## src/rtl/dmem_arbiter.sv

```systemverilog
// dmem_arbiter: shares one data memory between the CPU load/store port and
// the loader/debug port. Round-robin grant, address window check, byte to
// word translation and registered DMEM strobes; each port gets a req/ack
// handshake with an error flag and captured read data.
module dmem_arbiter #(
  parameter logic [31:0] BASE_ADDR = 32'h10010000,
  parameter int          DEPTH     = 1024,
  parameter int          AW        = 10
) (
  input  logic          clk_in,
  input  logic          reset,
  input  logic          cpu_req,
  input  logic          cpu_we,
  input  logic [31:0]   cpu_addr,
  input  logic [31:0]   cpu_wdata,
  output logic          cpu_ack,
  output logic          cpu_err,
  output logic [31:0]   cpu_rdata,
  input  logic          ld_req,
  input  logic          ld_we,
  input  logic [31:0]   ld_addr,
  input  logic [31:0]   ld_wdata,
  output logic          ld_ack,
  output logic          ld_err,
  output logic [31:0]   ld_rdata,
  output logic          dm_cs,
  output logic          dm_w,
  output logic          dm_r,
  output logic [AW-1:0] dm_addr,
  output logic [31:0]   dm_wdata,
  input  logic [31:0]   dm_rdata
);

  // Window bounds held in 33 bits so the upper bound cannot wrap.
  localparam logic [32:0]   WIN_LO    = {1'b0, BASE_ADDR};
  localparam logic [32:0]   WIN_HI    = WIN_LO + (33'(DEPTH) << 2) - 33'd1;
  localparam logic [AW-1:0] BASE_WORD = BASE_ADDR[AW+1:2];
  localparam logic          GNT_CPU   = 1'b0;
  localparam logic          GNT_LD    = 1'b1;

  typedef enum logic [1:0] {
    S_IDLE   = 2'd0,
    S_ACCESS = 2'd1,
    S_DONE   = 2'd2
  } state_t;

  state_t        state_r;
  logic          last_gnt_r;
  logic          gnt_r;
  logic          we_r;

  logic          req_any_s;
  logic          pick_ld_s;
  logic          sel_we_s;
  logic [31:0]   sel_addr_s;
  logic [31:0]   sel_wdata_s;
  logic          legal_s;
  logic [AW-1:0] word_s;

  // Word aligned and inside [BASE_ADDR, BASE_ADDR + 4*DEPTH - 1].
  function automatic logic in_window(input logic [31:0] a);
    logic [32:0] ax;
    ax = {1'b0, a};
    return (a[1:0] == 2'b00) && (ax >= WIN_LO) && (ax <= WIN_HI);
  endfunction

  // Round-robin pick and mux of the candidate request fields.
  always_comb begin
    req_any_s = cpu_req | ld_req;
    pick_ld_s = 1'b0;
    if (cpu_req && ld_req) begin
      pick_ld_s = (last_gnt_r == GNT_CPU);
    end else if (ld_req) begin
      pick_ld_s = 1'b1;
    end else begin
      pick_ld_s = 1'b0;
    end
    if (pick_ld_s) begin
      sel_we_s    = ld_we;
      sel_addr_s  = ld_addr;
      sel_wdata_s = ld_wdata;
    end else begin
      sel_we_s    = cpu_we;
      sel_addr_s  = cpu_addr;
      sel_wdata_s = cpu_wdata;
    end
    legal_s = in_window(sel_addr_s);
    // Both operands are word aligned, so no borrow crosses bit 2.
    word_s  = sel_addr_s[AW+1:2] - BASE_WORD;
  end

  // Arbiter FSM; every port output is a register updated here.
  always_ff @(posedge clk_in) begin
    if (!reset) begin
      state_r    <= S_IDLE;
      last_gnt_r <= GNT_LD;
      gnt_r      <= GNT_CPU;
      we_r       <= 1'b0;
      cpu_ack    <= 1'b0;
      cpu_err    <= 1'b0;
      cpu_rdata  <= 32'd0;
      ld_ack     <= 1'b0;
      ld_err     <= 1'b0;
      ld_rdata   <= 32'd0;
      dm_cs      <= 1'b0;
      dm_w       <= 1'b0;
      dm_r       <= 1'b0;
      dm_addr    <= {AW{1'b0}};
      dm_wdata   <= 32'd0;
    end else begin
      cpu_ack  <= 1'b0;
      cpu_err  <= 1'b0;
      ld_ack   <= 1'b0;
      ld_err   <= 1'b0;
      dm_cs    <= 1'b0;
      dm_w     <= 1'b0;
      dm_r     <= 1'b0;
      dm_addr  <= {AW{1'b0}};
      dm_wdata <= 32'd0;
      case (state_r)
        S_ACCESS: begin
          state_r <= S_DONE;
          if (gnt_r == GNT_LD) begin
            ld_ack <= 1'b1;
            if (!we_r) begin
              ld_rdata <= dm_rdata;
            end
          end else begin
            cpu_ack <= 1'b1;
            if (!we_r) begin
              cpu_rdata <= dm_rdata;
            end
          end
        end
        S_IDLE, S_DONE: begin
          if (req_any_s) begin
            gnt_r      <= pick_ld_s;
            last_gnt_r <= pick_ld_s;
            we_r       <= sel_we_s;
            if (legal_s) begin
              state_r  <= S_ACCESS;
              dm_cs    <= 1'b1;
              dm_w     <= sel_we_s;
              dm_r     <= ~sel_we_s;
              dm_addr  <= word_s;
              dm_wdata <= sel_wdata_s;
            end else begin
              // Rejected: skip the memory and complete next cycle.
              state_r <= S_DONE;
              if (pick_ld_s) begin
                ld_ack   <= 1'b1;
                ld_err   <= 1'b1;
                ld_rdata <= 32'd0;
              end else begin
                cpu_ack   <= 1'b1;
                cpu_err   <= 1'b1;
                cpu_rdata <= 32'd0;
              end
            end
          end else begin
            state_r <= S_IDLE;
          end
        end
        default: begin
          state_r <= S_IDLE;
        end
      endcase
    end
  end

endmodule
```

## config.mk

```make
export PLATFORM = sky130hd
export DESIGN_NAME = dmem_arbiter
export DESIGN_NICKNAME = d
export VERILOG_FILES = /design/src/rtl/dmem_arbiter.sv
export SDC_FILE = /design/constraint.sdc
export NUM_CORES = 1
export LEC_CHECK = 0
export BUFFER_PORTS_ARGS = -buffer_cell sky130_fd_sc_hd__buf_2
export CAP_MARGIN = 25
export CORE_MARGIN = 5
export CORE_UTILIZATION = 40
export DETAILED_ROUTE_END_ITERATION = 10
export PLACE_DENSITY_LB_ADDON = 0.08
export SLEW_MARGIN = 10
export SYNTH_ARGS = -nofsm -noshare
export SYNTH_HDL_FRONTEND = slang
export SYNTH_SLANG_ARGS = --single-unit
```

## constraint.sdc

```tcl
create_clock -name clk_in -period 3.71 [get_ports clk_in]
set_clock_uncertainty 0.15 [all_clocks]
set_input_delay 0.742 -clock clk_in [delete_from_list [all_inputs] [get_ports clk_in]]
set_output_delay 0.742 -clock clk_in [all_outputs]
set_load 0.005 [all_outputs]
```

Word-level counts from Yosys, hierarchy flattened
Index checks and enable logic that the tools add are counted.

word-level totals
  flip-flop bits (word level) = 118
  output and inout bits = 113

cells by class
  order comparisons = 2
  eq/ne operators = 9
  multiplexer cells = 30
  bitwise operators = 3
  reductions and logical operators = 13

operators with widths
  cell                                                   number
  2-to-1 mux 32 bit                                      11
  case mux 32 bit (2 select lines)                       2
  >= comparator 32 x 29 -> 1 bit, second input constant  1
  <= comparator 32 x 29 -> 1 bit, second input constant  1
  != test 2 bit, second input constant                   7
  2-to-1 mux 1 bit                                       12
  AND reduction 6 bit                                    2
  zero test 2 bit                                        2
  2-to-1 mux 2 bit                                       2
  case mux 1 bit (2 select lines)                        2
  case mux 2 bit (2 select lines)                        1
  AND reduction 2 bit                                    2
  AND reduction 4 bit                                    1
  logical AND 1 bit                                      3
  AND reduction 3 bit                                    1
  equality test 2 x 1 -> 1 bit, second input constant    1
  equality test 2 bit, second input constant             1
  inverter 1 bit                                         2
  nonzero test 2 bit                                     1
  OR reduction 2 bit                                     1
  OR 1 bit                                               1

Depth between registers and ports, before layout
  depth after elaboration = 9
  depth in mapped cells = 6
  mapped depth without buffers = 4

Worst setup path before layout
OpenSTA, ideal clock, no wires.

  path type = input port to flip-flop
  start point = in cpu_addr[26]
  end point = reg dm_addr[0]
  setup time = 0.074 ns
  arrival time = 1.883 ns
  path slack = 1.602 ns
  stages = 6
  cell sequence = nor4b_1 nand4_1 o32a_1 buf_6 buf_12 nor3_2

on the way
  word-level cells in the longest chain between the ends = 5

RTL lines
  what                             line  source
  from (decl)                      14    input logic [31:0] cpu_addr,
  2-to-1 mux 32 bit *              78    if (pick_ld_s) begin
  >= comparator 32 x 29 -> 1 bit   64    return (a[1:0] == 2'b00) && (ax >= WIN_LO) && (ax <= WIN_HI);
  logical AND 1 bit                64
  logical AND 1 bit *              64
  AND reduction 4 bit (no line) *  n/a
  to (signal assigned)             108   dm_addr <= {AW{1'b0}};
  to (signal assigned)             118   dm_addr <= {AW{1'b0}};
  to (signal assigned)             145   dm_addr <= word_s;
  to (decl)                        29    output logic [AW-1:0] dm_addr,

Mark *: on every way between the ends. The rest lies on a longest branch, timed or not.
A chain may end at the register's enable or synchronous reset.

Final worst setup path
  start point = in cpu_addr[26]
  end point = reg dm_wdata[3]

on the way
  word-level cells in the longest chain between the ends = 5

RTL lines
  what                             line  source
  2-to-1 mux 32 bit *              78
  >= comparator 32 x 29 -> 1 bit   64
  logical AND 1 bit                64
  logical AND 1 bit *              64
  AND reduction 4 bit (no line) *  n/a
  to (signal assigned)             146   dm_wdata <= sel_wdata_s;
  to (decl)                        30    output logic [31:0] dm_wdata,

Marked as above.

==> summary.md <==
| Metric | Value |
|---|---|
| Status | `finished clean` |
| Met2 WL post-DR | `between 7000 and 8000 µm` |
| Crit path max-delay family | `simple AND/OR/NAND/NOR gates` |
| Cts bufs inserted | `17` |
| Fin crit share | `59.0%` |
| Metal3 WL | `~1300 µm` |
| Post-route minimum period | `2190 ps` |
| Post-synth top area share | `49.4%` |
| Worst slack, placed | `1120 ps` |
| TritonCTS clock tree | `done` |
| Mapped Cells | `424` |
| Worst min path class | `register to register` |
| Post CTS Setup Buffer Count | `0` |
| Top Layer Used | `met4` |
| 1st-iter DRT viols | `206` |
| Startpoint Class | `primary input` |
| Setup TNS | `0 ps` |
| Clock Sinks | `118` |
| RSZ-0062 raised after global routing | `false` |
| I/O Pins | `279` |
| Yosys cell types | `37` |
| Post-CTS sizing | `0` |
| Metal1 wirelength | `5700 µm` |
| Peak supply drop | `between 0.0002 and 0.0003 V` |
| Area of the multi-input gates | `2180 µm²` |
| # DRC | `0` |
| Req. time, crit path | `3870 ps` |
| Crit-path max cell delay | `about 360 ps` |
| Hold_buf cts | `0` |
| Num rows | `40` |
| Register area share after synthesis | `49.4%` |
| Vias per std cell | `4.90` |
| Clk slew on worst S/H paths | `50 ps` |
| Worst setup path class | `primary input to register` |
| Clock Tree Buf Depth | `2` |
| Pins Over Slew Limit | `0` |
| DRT Pass-1 Iters | `5` |
| Vias in the first global route | `4344` |
| Final HPWL DP | `10900 µm` |
| WL per Instance | `16.6 µm` |
| Antenna violations before repair | `0` |
| Register area | `2360 µm²` |
| RePlAce Congestion | `0.820` |
| First-pass GRT wire length | `around 22000 µm` |
| Via count | `4203` |
| Slew @ Worst Pin | `a little under 700 ps` |
| Crit path cell chain | `buf_2 -> nor4b_1 -> nand4_1 -> o32a_2 -> buf_4 -> nor3_1` |
| H-tree Lvls | `4` |
| #FFs+latches synth | `118` |
| Mapped Nets | `590` |
| Fmax | `~0.46 GHz` |
| WP buf/inv | `2` |
| Crit path capture type | `register` |
| Die Ht | `between 100 and 150 µm` |
| Mean post-synth cell area | `11.3 µm²` |
| Slew HR | `55.1%` |
| Core Region | `11900 µm²` |
| Post-synth EDFFs | `0` |
| PD cells | `between 400 and 500 nW/µm²` |
| Nets | `between 800 and 900` |
| Area delta synth->final | `42.9%` |
| Most used DFF post-synth | `dfxtp_1` |
| CP arrival | `2350 ps` |
| Final hold vios | `0` |
| Total track usage | `19.6%` |
| CP Max Fanout | `46` |
| Clock Latency Late Sink | `400 ps` |
| Starting Density | `40.3%` |
| Fill count | `1085` |
| Port bufs | `278` |
| Final worst slack | `1520 ps` |
| GRT Residual Overflow | `0` |
| Leak | `approximately 0.0031 µW` |
| Post-synth ARST share | `0%` |
| Share of layout cells above drive strength 1 | `51.7%` |
| ANT nets after route | `0` |
| Largest net degree at the start of global routing | `47` |
| WL final | `about 14000 µm` |
| Clk Tree Root Cell | `clkbuf_16` |
| Critical Path Slowest Stage Cell | `o32a_2` |
| Leading area contributor after synthesis | `dfxtp_1` |
| Number of diodes | `0` |
| Max-cap viol count | `0` |
| Die Width | `119 µm` |
| Synth warnings | `0` |
| Die ar. | `14200 µm²` |
| Final Setup Violations | `0` |
| Top post-synthesis cells by area | `dfxtp_1, mux2i_1, nor3_2, nor3_1, buf_2` |
| Cell area after synthesis | `approximately 4800 µm²` |
cells by family after synthesis:
| logic type | after synthesis | synth area share (%) |
|---|---|---|
| buffers and inverters | 39 | 5.31 |
| flip-flops | 118 | 49.4 |
| multiplexers | 107 | 22.4 |
| AND/OR/NAND/NOR | 145 | 20.5 |
| AO/OA/AOI/OAI | 15 | 2.46 |
metal layers:
layer  GRT usage (%)  up-vias
li1                -     2090
met1            22.5     1925
met2            32.9      173
met3            8.31       15
met4            6.73        0
met5               0        -
final cells by class:
type | count | share of cell area, %
Clock buffer | 20 | 6.53
Clock inverter | 10 | 2.27
Inverter | 4 | 0.220
Multi-Input combinational cell | 267 | 32.0
Sequential cell | 118 | 34.6
Tap cell | 147 | 2.69
Timing Repair Buffer | 291 | 21.8
final timing paths:
path	from	to	slack [ps]	cells after the start
setup / recovery	cpu_addr[26]	dm_wdata[3]	1520	6
hold / removal	ld_rdata[2]	ld_rdata[2]	370	2
setup reg to reg	last_gnt_r	dm_wdata[16]	1770	5
hold reg to reg	ld_rdata[2]	ld_rdata[2]	370	2
Yosys cell counts (2+ instances only):
library cell and number:
clkbuf_1 9, nand4_1 3, mux2i_1 107, dfxtp_1 118
nor2_1 8, buf_2 14, nor4_1 8, inv_1 3
nand2_1 3, buf_12 3, nor3_2 41, o22ai_1 2
nor4b_1 3, nand2b_1 2, nor3_1 68, nand3_1 4
o21ai_0 2, buf_1 4, buf_6 4
report_power, final:
part	total [µW]	internal [µW]	leakage [µW]	switching, µW
Sequential	1280	1270	0.000952	4.01
Clock	1670	1130	0.000292	541
Combinational	237	110	0.00189	127
Total	3180	2510	0.00314	672
sequential cells by signal, summed over array words and instances (netlist names), 2 cells and up:
| name | count |
|---|---|
| dm_addr | 10 |
| ld_rdata | 32 |
| dm_wdata | 32 |
| state_r | 2 |
| cpu_rdata | 32 |
worst reg2reg max path: cells and delay by family, from the launching register on:
family / cells / cell delay, ps
and+or+nand+nor: 1 / 50
AOI/OAI and AO/OA: 1 / 180
DFF: 1 / 370
muxes: 1 / 310
buffers and inverters: 2 / 760
cells in the final DEF (no fill, tap or decap), types with 2 or more instances in the layout:
master	synthesis	layout
o21ai_0	2	2
nand2_1	3	2
nand2b_1	2	2
nor2_1	8	8
buf_4	0	13
nor4b_1	3	3
nand3_1	4	4
dfxtp_1	118	118
bufinv_16	0	4
clkinv_2	0	4
o22ai_1	2	2
buf_2	14	278
nand4_1	3	3
clkbuf_1	9	2
nor3_2	41	39
clkbuf_16	0	17
nor4_1	8	8
nor3_4	0	2
inv_1	3	3
nor3_1	68	68
clkinvlp_4	0	2
mux2i_1	107	107
per-stage QoR:
stage               power (µW)  std cells  hold slack [ps]  instance area, µm²  util, %
detailed placement        1540        827              362                6230     52.6
global route              3300        857              384                6840     57.6
finish                    3180        857              370                6840     57.6
global placement          1540        827              356                6230     52.6
floorplan                 1420        424              335                4780        -
CTS                       3220        857              373                6840     57.6
(Power assumes the default switching activity.)
